<file path="src/rtl/nsb_pkg.sv">
// Shared definitions for the nibble-serial bus SRAM: cpu_out bit positions,
// bus cycle decode and the address-cycle count helper.
package nsb_pkg;

    localparam int NSB_ADDR_STB = 7;
    localparam int NSB_WRN      = 5;
    localparam int NSB_DSN      = 4;

    typedef enum logic [1:0] {
        CYC_ADDR,
        CYC_READ,
        CYC_WRITE
    } cyc_e;

    function automatic int nsb_addr_cycles(input int addr_w);
        return (addr_w + 6) / 7;
    endfunction

endpackage

</file>
<file path="src/rtl/nibble_bus_sram_mem.sv">
// Word array for nibble_bus_sram: asynchronous read, two synchronous write
// ports where port a always wins. Out-of-range reads return 0, writes are dropped.
module nsb_mem #(
    parameter int ADDR_W = 7,
    parameter int DATA_W = 8,
    parameter int DEPTH  = 128
) (
    input  logic              clk,
    input  logic [ADDR_W-1:0] rd_addr,
    output logic [DATA_W-1:0] rd_data,
    input  logic              a_en,
    input  logic [ADDR_W-1:0] a_addr,
    input  logic [DATA_W-1:0] a_data,
    input  logic              b_en,
    input  logic [ADDR_W-1:0] b_addr,
    input  logic [DATA_W-1:0] b_data
);

    localparam int IDX_W = (DEPTH > 1) ? $clog2(DEPTH) : 1;

    logic [DATA_W-1:0] mem [DEPTH];

    function automatic logic in_range(input logic [ADDR_W-1:0] a);
        return {1'b0, a} < (ADDR_W + 1)'(DEPTH);
    endfunction

    assign rd_data = in_range(rd_addr) ? mem[rd_addr[IDX_W-1:0]] : '0;

    // An enabled port a blocks port b even when its own write is dropped.
    always_ff @(posedge clk) begin
        if (a_en) begin
            if (in_range(a_addr))
                mem[a_addr[IDX_W-1:0]] <= a_data;
        end else if (b_en && in_range(b_addr)) begin
            mem[b_addr[IDX_W-1:0]] <= b_data;
        end
    end

endmodule

</file>
<file path="src/rtl/nibble_bus_sram.sv">
// Nibble-serial CPU bus memory slave with loader port and optional burst increment.
// Define NSB_WPROT_EN to add the WP_BASE write-protect window and the wp_err pulse.
module nibble_bus_sram
    import nsb_pkg::*;
#(
    parameter int ADDR_W   = 7,
    parameter int DATA_W   = 8,
    parameter int DEPTH    = 128,
    parameter int AUTO_INC = 0
`ifdef NSB_WPROT_EN
    ,
    parameter int WP_BASE  = DEPTH - 16
`endif
) (
    input  logic              clk,
    input  logic              rst,
    input  logic [7:0]        cpu_out,
    output logic [3:0]        nib_out,
    output logic              choose,
    output logic              data_write,
    input  logic              ld_valid,
    input  logic [ADDR_W-1:0] ld_addr,
    input  logic [DATA_W-1:0] ld_data,
    output logic              ld_ready
`ifdef NSB_WPROT_EN
    ,
    output logic              wp_err
`endif
);

    localparam int NIBS = DATA_W / 4;
    localparam int PH_W = (NIBS > 1) ? $clog2(NIBS) : 1;
    localparam int SH_W = (DATA_W > 4) ? DATA_W - 4 : 1;
    localparam logic [PH_W-1:0] PH_LAST = PH_W'(NIBS - 1);

    cyc_e              cyc;
    logic [ADDR_W-1:0] addr_reg, addr_nxt, addr_shift;
    logic [PH_W-1:0]   phase, phase_nxt, nib_sel;
    logic [SH_W-1:0]   wr_shift, wr_shift_nxt;
    logic [DATA_W-1:0] wr_word, rd_word;
    logic              last, commit_req, cpu_we, wp_hit;

    // Only the low ADDR_W bits of the shifted address survive, so the last chunk is LS.
    if (ADDR_W > 7) begin : g_addr_wide
        assign addr_shift = {addr_reg[ADDR_W-8:0], cpu_out[6:0]};
    end else begin : g_addr_narrow
        assign addr_shift = cpu_out[ADDR_W-1:0];
    end

    if (DATA_W > 4) begin : g_word_multi
        assign wr_word = {wr_shift, cpu_out[3:0]};
    end else begin : g_word_single
        assign wr_word = cpu_out[3:0];
    end

    always_comb begin
        addr_nxt     = addr_reg;
        phase_nxt    = phase;
        wr_shift_nxt = wr_shift;
        commit_req   = 1'b0;
        last         = (phase == PH_LAST);
        if (cpu_out[NSB_ADDR_STB])
            cyc = CYC_ADDR;
        else if (cpu_out[NSB_WRN])
            cyc = CYC_READ;
        else
            cyc = CYC_WRITE;

        unique case (cyc)
            CYC_ADDR: begin
                addr_nxt  = addr_shift;
                phase_nxt = '0;
            end
            CYC_READ, CYC_WRITE: begin
                phase_nxt = last ? '0 : phase + 1'b1;
                if (last && AUTO_INC != 0)
                    addr_nxt = addr_reg + 1'b1;
                if (cyc == CYC_WRITE) begin
                    wr_shift_nxt = wr_word[SH_W-1:0];
                    commit_req   = last;
                end
            end
            default: ;
        endcase
    end

`ifdef NSB_WPROT_EN
    assign wp_hit = commit_req && ({1'b0, addr_reg} >= (ADDR_W + 1)'(WP_BASE));
`else
    assign wp_hit = 1'b0;
`endif

    // A commit that lands in reset is abandoned; the loader then keeps the port.
    assign cpu_we     = commit_req & ~wp_hit & ~rst;
    assign ld_ready   = ~cpu_we;
    assign choose     = phase[0];
    assign data_write = cpu_out[NSB_ADDR_STB] ? 1'b1 : cpu_out[NSB_DSN];
    assign nib_sel    = PH_LAST - phase;
    assign nib_out    = rd_word[{nib_sel, 2'b00} +: 4];

    always_ff @(posedge clk or posedge rst) begin
        if (rst) begin
            addr_reg <= '0;
            phase    <= '0;
            wr_shift <= '0;
`ifdef NSB_WPROT_EN
            wp_err   <= 1'b0;
`endif
        end else begin
            addr_reg <= addr_nxt;
            phase    <= phase_nxt;
            wr_shift <= wr_shift_nxt;
`ifdef NSB_WPROT_EN
            wp_err   <= wp_hit;
`endif
        end
    end

    nsb_mem #(
        .ADDR_W (ADDR_W),
        .DATA_W (DATA_W),
        .DEPTH  (DEPTH)
    ) u_mem (
        .clk     (clk),
        .rd_addr (addr_reg),
        .rd_data (rd_word),
        .a_en    (cpu_we),
        .a_addr  (addr_reg),
        .a_data  (wr_word),
        .b_en    (ld_valid & ld_ready),
        .b_addr  (ld_addr),
        .b_data  (ld_data)
    );

endmodule

</file>
<file path="config.mk">
export PLATFORM = sky130hd
export DESIGN_NAME = nibble_bus_sram
export DESIGN_NICKNAME = d
export VERILOG_FILES = /design/src/rtl/nsb_pkg.sv /design/src/rtl/nibble_bus_sram_mem.sv /design/src/rtl/nibble_bus_sram.sv
export SDC_FILE = /design/constraint.sdc
export NUM_CORES = 1
export LEC_CHECK = 0
export ABC_AREA = 1
export CORE_UTILIZATION = 40
export DETAILED_ROUTE_END_ITERATION = 7
export GPL_ROUTABILITY_DRIVEN = 0
export PLACE_DENSITY = 0.64
export SYNTH_ARGS = -nofsm -noshare
export SYNTH_HDL_FRONTEND = slang
export SYNTH_SLANG_ARGS = --single-unit
</file>
<file path="constraint.sdc">
create_clock -name clk -period 4.9 [get_ports clk]
set_input_delay 0.98 -clock clk [delete_from_list [all_inputs] [get_ports clk]]
set_output_delay 0.98 -clock clk [all_outputs]
set_load 0.01 [all_outputs]
</file>
==> metrics.md <==
| Metric | Value |
|---|---|
| Status | `completed` |
| Fin. Hold Viols | `0` |
| Via/cell ratio | `5.52` |
| Fin area | `47700 um2` |
| Minimum clock period | `just under 5 ns` |
| Slew headroom | `0.341` |
| Total grt overflow | `0` |
| Max cap viols | `0` |
| Largest net degree at the start of global routing | `198` |
| Async SR Flop Fraction | `0.0116` |
| Die Span Y | `327 um` |
| Routed len/inst | `22.2 um` |
| Clock Power Share | `0.385` |
| M1 WL | `roughly 47000 um` |
| Cell depth of the worst setup path | `12` |
| Pint | `roughly 15000 uW` |
| Num CTS Buffers | `104` |
| Number of global-route vias before repair | `26404` |
| CP peak stage delay | `slightly above 0.6 ns` |
| Worst hold path class | `reg2reg` |
| Most used flip-flop cell after synthesis | `edfxtp_1` |
| Top-count cell post-synth | `nand2_1` |
| Clk Latency, worst-skew pair | `0.67 ns` |
| Share of cells above drive strength 1 | `0.0783` |
| Gate power share | `0.109` |
| Met3 WL | `10900 um` |
| Drt first-iter violations | `approximately 3400` |
| Max Fclk | `0.208 GHz` |
| Yosys warning count | `0` |
| P&R area growth vs syn | `13.1%` |
| Synth area leaders | `edfxtp_1, nand3_1, nand2_1, clkbuf_1, nor2_1` |
| Worst Tran Pin Value | `0.988 ns` |
| Post-Syn Area | `42200 um2` |
| P_sw | `4920 uW` |
| First-pass GRT wire length | `166000 um` |
| Non-filler instance count after layout | `5058` |
| # H-tree levels | `3` |
| Placeable Area | `104000 um2` |
| Final max-slew violation count | `0` |
| Critical Path RT | `3.92 ns` |
| DIE WIDTH | `327 um` |
| Hold buffers post-CTS | `0` |
| Port-buffer cells | `32` |
| R2R setup slack | `1.07 ns` |
| Max reg flops | `1024` |
| Fraction of power spent switching nets | `0.250` |
| Setup CP Type | `reg2out` |
| Fin crit share | `0.980` |
| Reg power frac | `0.506` |
| Post-synth cell types | `27` |
| Post-Syn Instances | `about 3600` |
| Residual DRC | `0` |
| Initial antenna violation count | `0` |
| Die area | `107000 um2` |
| Crit path DAT | `3.82 ns` |
| Initial Utilization | `0.405` |
| ANT nets after route | `0` |
| Share of the yosys chip area belonging to registers | `0.736` |
| Leak | `0.0165 uW` |
| Final worst slack | `0.0990 ns` |
| Clock transition at path regs | `about 0.060 ns` |
| Worst r2r path cells | `7` |
| Clock Sinks | `1036` |
| Post-Syn Area per Cell | `11.7 um2` |
| Buffers & Inverters on Critical Path | `3` |
| Met2 Wirelength | `51200 um` |
| VDD IR-drop max | `~0.38 mV` |
| Seq cells post-synth | `1036` |
| Largest buffer count on any clock path | `3` |
| Largest area contributor in the netlist | `edfxtp_1` |
| Placed insts | `4858` |
| Total chip power | `19700 uW` |
| Share of the synthesized area in the top cell type | `0.729` |
| Final core utilization | `0.459` |
| Fin nets | `about 3600` |
| Post-synth EDFFs | `just over 1000` |
| RSZ-0062 raised after global routing | `no` |
| Via count | `27902` |
| DP HPWL | `62400 um` |
| Final Setup Violations | `0` |
| Crit-path leading delay family | `simple AND/OR/NAND/NOR gates` |
| Crit. End Element | `output port` |
| Top cells by count, synth | `nand2_1, edfxtp_1, nand3_1, clkbuf_1, nor2_1` |
| Crit path max-delay cell type | `dfrtp_4` |
| Worst Skew | `0.0268 ns` |
| Cell Chain, Critical Path | `buf_4, buf_12, nand3_1, nand3_1, nand3_1, nand3_1, nand2_1, nand2_1, nand3_1, nand3_1, nand2_1, clkdlybuf4s50_1` |
| Crit path top cell by count | `nand3_1` |
| Critical-path maximum fanout | `76` |
| Cell Area, Placed | `between 40000 and 50000 um2` |
| GRT Util Overall | `0.206` |
| Clock root buffer master | `clkbuf_16` |
| Power per Cell Area | `412 nW/um2` |
| Fill count | `roughly 9300` |
| Top Ports | `33` |
| Startpoint types | `flop` |
| Hold path cells | `1` |
| First-pass iteration count of the detailed router | `7` |
| Core Rows | `between 100 and 150` |
| Place WS | `~0.54 ns` |
| Net count after synthesis | `3622` |
| DR top layer | `met4` |
| Detailed Route WL | `112000 um` |
| CTS tree | `built` |
[power by group through the flow]
| stage | combinational (uW) | sequential (uW) | clock [uW] |
|---|---|---|---|
| after floorplan | 1210 | 10200 | 0 |
| after global placement | 2060 | 10200 | 0 |
| after detailed placement | 2080 | 10200 | 0 |
| after CTS | 2080 | 9970 | 7640 |
| after global routing | 2310 | 9960 | 7960 |
| final | 2150 | 9960 | 7570 |
[cells in the final DEF, fill, tap and decap left out, drive strengths merged]
| cell type | count |
|---|---|
| nand3 | 986 |
| nor3 | 9 |
| o21ai | 16 |
| clkinv | 54 |
| or2 | 1 |
| diode | 1 |
| a21oi | 2 |
| inv | 28 |
| edfxtp | 1024 |
| clkbuf | 131 |
| clkdlybuf4s50 | 32 |
| nor2 | 140 |
| buf | 94 |
| dfrtp | 12 |
| a31oi | 1 |
| clkinvlp | 1 |
| bufinv | 6 |
| mux2 | 8 |
| nand2 | 1132 |
[per-layer routing]
layer,up-vias,track usage
li1,12714,-
met1,13630,0.292
met2,1364,0.314
met3,194,0.0437
met4,0,0.0668
met5,-,0
[path summary, 6_finish.rpt]
path / startpoint / to
setup / recovery: addr_reg[1] / nib_out[2]
hold / removal: wr_shift[2] / wr_shift[2]
setup reg to reg: addr_reg[4] / u_mem.mem[50][4]
hold reg to reg: wr_shift[2] / wr_shift[2]
max in group asynchronous: rst / addr_reg[0]
min in group asynchronous: rst / addr_reg[1]
[logic make-up (layout without fill, tap and decap cells)]
group	count (synthesis)	in the layout	share of synthesized area
compound gates	19	19	0.00308
buf+inv	265	346	0.0254
flops	1036	1036	0.736
mux	8	8	0.00214
other cells	0	1	0
simple gates	2268	2268	0.233
[area by class of cell]
| class | instances | area (um2) | share of cell area |
|---|---|---|---|
| Sequential cell | 1036 | 31100 | 0.651 |
| Timing Repair Buffer | 129 | 1410 | 0.0295 |
| Multi-Input combinational cell | 2295 | 10200 | 0.213 |
| Inverter | 30 | 168 | 0.00351 |
| Clock buffer | 128 | 2760 | 0.0578 |
| Clock inverter | 59 | 430 | 0.00902 |
| Tap cell | 1380 | 1730 | 0.0362 |
| Antenna cell | 1 | 2.50 | 0.0000524 |
[metrics by stage]
step / setup TNS, ns / hold WS, ns
after floorplan: -373.56 / 0.475
after global placement: 0 / 0.533
after detailed placement: 0 / 0.547
after CTS: 0 / 0.557
after global routing: 0 / 0.567
final: 0 / 0.553
[worst register-to-register path, cell delays in order (launching register included)]
cell      delay (ns)
dfrtp_1         0.35
clkinv_1        0.67
buf_4           0.49
nand2_1         0.10
o21ai_2         0.08
nor2_1          0.63
nand2_1         0.43
nor2_1          0.71
[timing repair]
action	in CTS	in global routing
gates cloned	0	3
resized for setup	1	10
endpoints found under the setup margin	4	4
pin swaps	0	0
buffers inserted	0	9
Note: power is estimated with default switching activity, not from simulation.
